### config.mk
export PLATFORM = sky130hd
export DESIGN_NAME = dct2d_stream_flat
export DESIGN_NICKNAME = d
export VERILOG_FILES = /design/src/rtl/dct2d_pkg.sv /design/src/rtl/dct2d_stream_if.sv /design/src/rtl/dct2d_dot8.sv /design/src/rtl/dct2d_stream.sv /design/src/flat_wrapper.sv
export SDC_FILE = /design/constraint.sdc
export NUM_CORES = 2
export LEC_CHECK = 0
export ABC_AREA = 1
export ABC_CLOCK_PERIOD_IN_PS = 13000
export CAP_MARGIN = 40
export CORE_MARGIN = 2
export CORE_UTILIZATION = 40
export CTS_CLUSTER_SIZE = 30
export DETAILED_ROUTE_END_ITERATION = 10
export PLACE_DENSITY_LB_ADDON = 0.1
export SLEW_MARGIN = 20
export SYNTH_ARGS = -nofsm -noshare
export SYNTH_HDL_FRONTEND = slang
export SYNTH_SLANG_ARGS = --single-unit
### constraint.sdc
create_clock -name clk -period 13 [get_ports clk]
set_input_delay 3.25 -clock clk [delete_from_list [all_inputs] [get_ports clk]]
set_output_delay 3.25 -clock clk [all_outputs]
set_load 0.02 [all_outputs]
### src/rtl/dct2d_pkg.sv
// Shared types and constants for the 8x8 streaming DCT: coefficient table
// (cosines scaled by 128), default widths and the engine state encoding.
package dct2d_pkg;

   localparam int DEF_COEF_W = 8;
   localparam int DEF_FRAC   = 7;

   typedef enum logic [1:0] {LOAD, S1, S2, OUT} state_t;

   typedef logic signed [DEF_COEF_W-1:0] coef_t;

   localparam coef_t C [8][8] = '{
      '{ 8'sd45,  8'sd45,  8'sd45,  8'sd45,  8'sd45,  8'sd45,  8'sd45,  8'sd45},
      '{ 8'sd63,  8'sd53,  8'sd36,  8'sd12, -8'sd12, -8'sd36, -8'sd53, -8'sd63},
      '{ 8'sd59,  8'sd24, -8'sd24, -8'sd59, -8'sd59, -8'sd24,  8'sd24,  8'sd59},
      '{ 8'sd53, -8'sd12, -8'sd63, -8'sd36,  8'sd36,  8'sd63,  8'sd12, -8'sd53},
      '{ 8'sd45, -8'sd45, -8'sd45,  8'sd45,  8'sd45, -8'sd45, -8'sd45,  8'sd45},
      '{ 8'sd36, -8'sd63,  8'sd12,  8'sd53, -8'sd53, -8'sd12,  8'sd63, -8'sd36},
      '{ 8'sd24, -8'sd59,  8'sd59, -8'sd24, -8'sd24,  8'sd59, -8'sd59,  8'sd24},
      '{ 8'sd12, -8'sd36,  8'sd53, -8'sd63,  8'sd63, -8'sd53,  8'sd36, -8'sd12}
   };

   // Inverse passes use the transposed table, i.e. C[j][k] instead of C[k][j].
   function automatic coef_t coef(input logic [2:0] k, input logic [2:0] j,
                                  input logic transpose);
      return transpose ? C[j][k] : C[k][j];
   endfunction

endpackage

### src/rtl/dct2d_stream_if.sv
// Row-stream handshake bundle for dct2d_stream: one packed 8-sample row per
// beat on the input side, one packed 8-result row per beat on the output side.
interface dct2d_stream_if #(
   parameter int N = 8
) ();

   logic              in_valid;
   logic              in_ready;
   logic [8*N-1:0]    in_row;
   logic              in_mode;
   logic              out_valid;
   logic              out_ready;
   logic [8*(N+8)-1:0] out_row;
   logic              out_last;

   modport master (
      output in_valid, in_row, in_mode, out_ready,
      input  in_ready, out_valid, out_row, out_last
   );

   modport slave (
      input  in_valid, in_row, in_mode, out_ready,
      output in_ready, out_valid, out_row, out_last
   );

endinterface

### src/rtl/dct2d_dot8.sv
// Combinational 8-tap signed dot product with a full-precision adder tree;
// shared by both 1-D passes of dct2d_stream.
module dct2d_dot8 #(
   parameter  int A_W = 12,
   parameter  int B_W = 8,
   localparam int S_W = A_W + B_W + 3
) (
   input  logic signed [A_W-1:0] a [8],
   input  logic signed [B_W-1:0] b [8],
   output logic signed [S_W-1:0] sum
);

   localparam int P_W = A_W + B_W;

   logic signed [P_W-1:0] prod [8];
   logic signed [P_W:0]   lvl1 [4];
   logic signed [P_W+1:0] lvl2 [2];

   for (genvar gi = 0; gi < 8; gi++) begin : g_mul
      assign prod[gi] = P_W'(a[gi]) * P_W'(b[gi]);
   end

   for (genvar gi = 0; gi < 4; gi++) begin : g_lvl1
      assign lvl1[gi] = (P_W+1)'(prod[2*gi]) + (P_W+1)'(prod[2*gi+1]);
   end

   for (genvar gi = 0; gi < 2; gi++) begin : g_lvl2
      assign lvl2[gi] = (P_W+2)'(lvl1[2*gi]) + (P_W+2)'(lvl1[2*gi+1]);
   end

   assign sum = S_W'(lvl2[0]) + S_W'(lvl2[1]);

endmodule

### src/rtl/dct2d_stream.sv
// Streaming 8x8 2-D DCT / IDCT via row-column decomposition on one shared
// dot8 unit. Define DCT2D_ROUND_EN for round-half-up after each pass.
module dct2d_stream
   import dct2d_pkg::*;
#(
   parameter int N      = 8,
   parameter int COEF_W = DEF_COEF_W,
   parameter int FRAC   = DEF_FRAC
) (
   input  logic           clk,
   input  logic           reset,
   dct2d_stream_if.slave  s,
   output logic           busy,
   output logic           done
);

   localparam int ZW = N + 4;
   localparam int YW = N + 8;
   localparam int SW = ZW + COEF_W + 3;

   state_t state_reg, state_next;
   logic [2:0] rcnt_reg;
   logic [5:0] ecnt_reg;
   logic       mode_reg;
   logic       out_valid_reg, out_last_reg, done_reg;
   logic [8*YW-1:0] out_row_reg;

   logic signed [N-1:0]  xbuf [64];
   logic signed [ZW-1:0] zbuf [64];
   logic signed [YW-1:0] ybuf [64];

   logic in_ready_c, busy_c, in_fire;
   logic [2:0] ei, ek, yr_idx;
   logic [8*YW-1:0] yrow_sel;
   logic signed [ZW-1:0]     op_a [8];
   logic signed [COEF_W-1:0] op_b [8];
   logic signed [SW-1:0]     acc, acc_adj;
   logic signed [YW-1:0]     y_val;

   assign ei      = ecnt_reg[5:3];
   assign ek      = ecnt_reg[2:0];
   assign in_fire = s.in_valid & in_ready_c;

   // Pass 1 reads row i of X, pass 2 reads column i of Z; coefficients match.
   for (genvar gi = 0; gi < 8; gi++) begin : g_op
      assign op_a[gi] = (state_reg == S2) ? zbuf[{3'(gi), ei}]
                                          : ZW'(xbuf[{ei, 3'(gi)}]);
      assign op_b[gi] = COEF_W'(coef(ek, 3'(gi), mode_reg));
   end

   dct2d_dot8 #(.A_W(ZW), .B_W(COEF_W)) u_dot (
      .a   (op_a),
      .b   (op_b),
      .sum (acc)
   );

`ifdef DCT2D_ROUND_EN
   localparam logic signed [SW-1:0] HALF = SW'(1) <<< (FRAC - 1);
   assign acc_adj = acc + HALF;
`else
   assign acc_adj = acc;
`endif

   assign y_val = YW'(acc_adj >>> FRAC);

   // Once a row is on the bus, the next one to preload is rcnt+1.
   assign yr_idx = out_valid_reg ? rcnt_reg + 3'd1 : rcnt_reg;
   for (genvar gi = 0; gi < 8; gi++) begin : g_yrow
      assign yrow_sel[gi*YW +: YW] = ybuf[{yr_idx, 3'(gi)}];
   end

   always_ff @(posedge clk) begin
      if (in_fire) begin
         for (int j = 0; j < 8; j++) begin
            xbuf[{rcnt_reg, 3'(j)}] <= s.in_row[j*N +: N];
         end
      end
      if (state_reg == S1) zbuf[ecnt_reg] <= y_val[ZW-1:0];
      if (state_reg == S2) ybuf[{ek, ei}] <= y_val;
   end

   always_ff @(posedge clk or negedge reset) begin
      if (!reset) state_reg <= LOAD;
      else        state_reg <= state_next;
   end

   always_comb begin
      state_next = state_reg;
      case (state_reg)
         LOAD:    if (in_fire && rcnt_reg == 3'd7) state_next = S1;
         S1:      if (ecnt_reg == 6'd63) state_next = S2;
         S2:      if (ecnt_reg == 6'd63) state_next = OUT;
         OUT:     if (out_valid_reg && s.out_ready && rcnt_reg == 3'd7) state_next = LOAD;
         default: state_next = LOAD;
      endcase
   end

   always_comb begin
      in_ready_c = 1'b0;
      busy_c     = 1'b1;
      if (state_reg == LOAD) begin
         in_ready_c = 1'b1;
         busy_c     = 1'b0;
      end
   end

   always_ff @(posedge clk or negedge reset) begin
      if (!reset) begin
         rcnt_reg      <= '0;
         ecnt_reg      <= '0;
         mode_reg      <= 1'b0;
         out_valid_reg <= 1'b0;
         out_row_reg   <= '0;
         out_last_reg  <= 1'b0;
         done_reg      <= 1'b0;
      end else begin
         done_reg <= 1'b0;
         case (state_reg)
            LOAD: begin
               if (in_fire) begin
                  if (rcnt_reg == 3'd0) mode_reg <= s.in_mode;
                  rcnt_reg <= rcnt_reg + 3'd1;
                  ecnt_reg <= '0;
               end
            end
            S1, S2: ecnt_reg <= ecnt_reg + 6'd1;
            OUT: begin
               if (!out_valid_reg) begin
                  out_valid_reg <= 1'b1;
                  out_row_reg   <= yrow_sel;
                  out_last_reg  <= (yr_idx == 3'd7);
               end else if (s.out_ready) begin
                  if (rcnt_reg == 3'd7) begin
                     out_valid_reg <= 1'b0;
                     out_row_reg   <= '0;
                     out_last_reg  <= 1'b0;
                     done_reg      <= 1'b1;
                     rcnt_reg      <= '0;
                  end else begin
                     rcnt_reg      <= rcnt_reg + 3'd1;
                     out_row_reg   <= yrow_sel;
                     out_last_reg  <= (yr_idx == 3'd7);
                  end
               end
            end
            default: ;
         endcase
      end
   end

   assign s.in_ready  = in_ready_c;
   assign s.out_valid = out_valid_reg;
   assign s.out_row   = out_row_reg;
   assign s.out_last  = out_last_reg;
   assign busy        = busy_c;
   assign done        = done_reg;

endmodule

### src/flat_wrapper.sv
// flat-port wrapper written by rule: the top's interface ports become plain ports
module dct2d_stream_flat import dct2d_pkg::*;
#(
   parameter int N      = 8,
   parameter int COEF_W = DEF_COEF_W,
   parameter int FRAC   = DEF_FRAC
)
  (clk, reset, busy, done, s_in_valid, s_in_row, s_in_mode, s_out_ready, s_in_ready, s_out_valid, s_out_row, s_out_last);
  dct2d_stream_if #(.N(N)) s_i ();
  input  logic clk;
  input  logic reset;
  output logic busy;
  output logic done;
  input wire logic [$bits(s_i.in_valid)-1:0] s_in_valid;
  input wire logic [$bits(s_i.in_row)-1:0] s_in_row;
  input wire logic [$bits(s_i.in_mode)-1:0] s_in_mode;
  input wire logic [$bits(s_i.out_ready)-1:0] s_out_ready;
  output wire logic [$bits(s_i.in_ready)-1:0] s_in_ready;
  output wire logic [$bits(s_i.out_valid)-1:0] s_out_valid;
  output wire logic [$bits(s_i.out_row)-1:0] s_out_row;
  output wire logic [$bits(s_i.out_last)-1:0] s_out_last;
  assign s_i.in_valid = s_in_valid;
  assign s_i.in_row = s_in_row;
  assign s_i.in_mode = s_in_mode;
  assign s_i.out_ready = s_out_ready;
  assign s_in_ready = s_i.in_ready;
  assign s_out_valid = s_i.out_valid;
  assign s_out_row = s_i.out_row;
  assign s_out_last = s_i.out_last;
  dct2d_stream #(.N(N), .COEF_W(COEF_W), .FRAC(FRAC)) u_core (.clk(clk), .reset(reset), .s(s_i), .busy(busy), .done(done));
endmodule
==> results.md <==
* Synth area leaders: edfxtp_1 (56%), fa_1 (15%), nand2_1 (4.7%)
* Asr flop ratio synth at 5.84%
* Slew HR at a little over a fifth
* Vias in the first global route at around 80,000
* Sequential cell area at 72,800 sq um
* Post-CTS Resized at 0
* Power Dens Cells at 116 nW/um^2
* Post-route insts no fill at approximately 15,000
* Initial DRC count at roughly 7,600
* Seq/Total Area, Yosys at 59.4%
* FF-to-FF path depth at 33
* WHS at roughly 0.48 ns
* FMAX at 0.0844 GHz
* Number of remaining DRC errors at 0
* Hold-fix buffers, CTS at 0
* MaxCap Viol Count at 0
* GRT overflow at 0
* Critical Path Source Type: flip-flop
* Post-synth top flop: edfxtp_1
* Status: finished clean
* Multi-input logic area at 43,900 sq um
* Via count at approximately 79,000
* Drt first pass iters at 6
* Die area at ~310,000 sq um
* Die X at 558 um
* CTS tree: built
* Max reg flops at 1,024
* Post-Syn Area per Cell at 12.3 sq um
* Count leader, synth: edfxtp_1
* Synth-to-Final Area Change at 15.2%
* Layout cells sized above 1 at 8.85%
* Reg clk slew, reported paths at 0.06 ns
* GRT Total Usage at between 20% and 30%
* Layout Skew at 0.0743 ns
* Clk sinks at 2,447
* Crit path top cell by count: fa_1
* WHS Endpoint: u_core.s.out_row[112]$_DFFE_PN0P_
* Final ANT Viol Nets at 0
* Filler Cell Count at 27,600
* Total Wirelength at 400 mm
* CP max FO at between 60 and 70
* CP required at 13.63 ns
* Initial antenna violation count at 15
* Hold Path Class: flip-flop to flip-flop
* Clock root cell: clkbuf_16
* Yosys warnings at 0
* Crit Reg-Reg Startpoint: u_core.ecnt_reg[5]$_DFFE_PN0P_
* Vias per cell at roughly 5.4
* Number of synthesized flops with an enable pin at 2,304
* WL/cell at 27.4 um
* Maximum clock path buffer count at 4
* Synthesized area at 123,000 sq um
* Worst r2r dst: u_core.ybuf[58][11]$_DFFE_PP_
* Post-synth cell types at 54
* Endpoints failing setup at 0
* First-pass GRT wire length at 574 mm
* Arr. time, crit path at around 12 ns
* Top cell type's share of synthesized area at 56.4%
* Worst setup EP type: flip-flop
* Final worst path period share at 91.2%
* Top Registers: u_core.ybuf (1024), u_core.zbuf (768), u_core.xbuf (512)
* Initial Util at between 40 and 50%
* Final Hold Fails at 0
* Worst path slowest cell: dfrtp_1
* LEAKAGE at 54.4 nW
* Syn nets at 11,100
* HPWL Detailed at 269 mm
* RSZ-0062 raised after global routing: no
* Worst-Margin Slew at 1.18 ns
* Overall Power at 0.0164 W
* Hold path depth at 2
* R2R setup slack at around 1.1 ns
* Mapped Cells at 9,928
* Largest Register: u_core.ybuf
* Max incr delay on CP at 0.63 ns
* TNS Setup at 0 ns
* Maximum vdd drop at roughly 0.1 mV
* Fin nets at 11,500
* Synth area leader: edfxtp_1
* Synth top cells by count: edfxtp_1 (2,304), nand2_1 (1,531), inv_1 (1,312)
* Num rows at 203
* CTS Buf Count at 275
* Postcts setup bufs at 0
* Hold Crit Start: u_core.s.out_row[112]$_DFFE_PN0P_
* H-tree depth at 5
* Insertion delay to the later sink of the worst-skew pair at roughly 0.9 ns
* Seq cells post-synth at approximately 2,400
* Port bufs at 201
* Post-layout min period at 11.86 ns
* Pin count of the biggest net entering global routing at 212
* Core region area at 305,000 sq um
* Ports at between 200 and 250
* Pins Over Slew Limit at 0
* RD Place Congestion at 1.02
* Die Y at 558 um
* Crit path kind: flip-flop to flip-flop
* Placed cells at 14,100
metal layers:
layer | share of wire, % | vias to the layer above | global-route usage [%]
met2 | 46 | 2642 | 40.1
li1 | - | 34500 | -
met3 | 6.7 | 539 | 4.13
met1 | 45 | 41300 | 36.8
met5 | 0.0085 | - | 0
met4 | 3.0 | 6 | 7.14
worst max-delay path: cells and delay by family (launching register included):
kind / cells / cell delay, ns
fa+ha+maj: 11 / 5.62
buf+inv: 7 / 1.47
xor+xnor: 1 / 0.57
compound gates: 4 / 0.75
flops: 1 / 0.63
simple gates: 10 / 2.38
power by group:
part | leakage (nW) | internal (W) | switching [W]
registers | 22.6 | 0.00852 | 0
clock network | 4.41 | 0.00453 | 0.00325
logic | 27.4 | 0.0000186 | 0.0000348
worst max path at each step:
stage	endpoint	depth (start not counted)	slack [ns]	from
2_1_floorplan	u_core.ybuf[0][6]$_DFFE_PP_	36	-0.51	u_core.ecnt_reg[0]$_DFFE_PN0P_
3_3_place_gp	u_core.ybuf[51][13]$_DFFE_PP_	32	1.25	u_core.ecnt_reg[5]$_DFFE_PN0P_
3_5_place_dp	u_core.ybuf[59][13]$_DFFE_PP_	32	1.20	u_core.ecnt_reg[5]$_DFFE_PN0P_
4_1_cts	u_core.ybuf[37][13]$_DFFE_PP_	32	1.10	u_core.ecnt_reg[5]$_DFFE_PN0P_
5_1_grt	u_core.ybuf[61][13]$_DFFE_PP_	33	0.53	u_core.ecnt_reg[4]$_DFFE_PN0P_
6_report	u_core.ybuf[58][11]$_DFFE_PP_	33	1.14	u_core.ecnt_reg[5]$_DFFE_PN0P_
cells by family (layout without fill, tap and decap cells):
kind of cell,after synthesis,count (layout),synth area share (%)
simple gates,3106,3106,10.3
flops,2447,2447,59.4
xor+xnor,22,22,0.157
compound gates,1417,1417,7.33
other cells,0,3,0
buf+inv,1803,2361,5.75
fa+ha+maj,1133,1133,17.1
cell type report:
cell class / instances / area share (%)
antenna: 3 / 0.00531
clock buffer: 363 / 5.38
clock inverter: 129 / 1.02
inverter: 1342 / 3.60
multi-input combinational: 5678 / 31.1
sequential: 2447 / 51.5
tap: 4100 / 3.63
timing repair buffer: 527 / 3.78
through the flow:
stage	worst slack (ns)	instance area, sq um	util, %
floorplan	-0.514	123000	-
global placement	1.25	131000	43.0
detailed placement	1.20	132000	43.3
CTS	1.10	141000	46.2
global route	0.533	141000	46.3
finish	1.14	141000	46.3
placed cells by master, fill, tap and decap left out, drive strengths merged, types with 156 or more instances in the layout:
| master | n |
|---|---|
| edfxtp | 2304 |
| inv | 1343 |
| buf | 327 |
| o21ai | 604 |
| clkdlybuf4s50 | 200 |
| ha | 228 |
| fa | 905 |
| nand3 | 163 |
| nor2 | 1067 |
| nand2 | 1534 |
| clkbuf | 363 |
| nand4 | 156 |
Note: power is estimated with default switching activity, not from simulation.
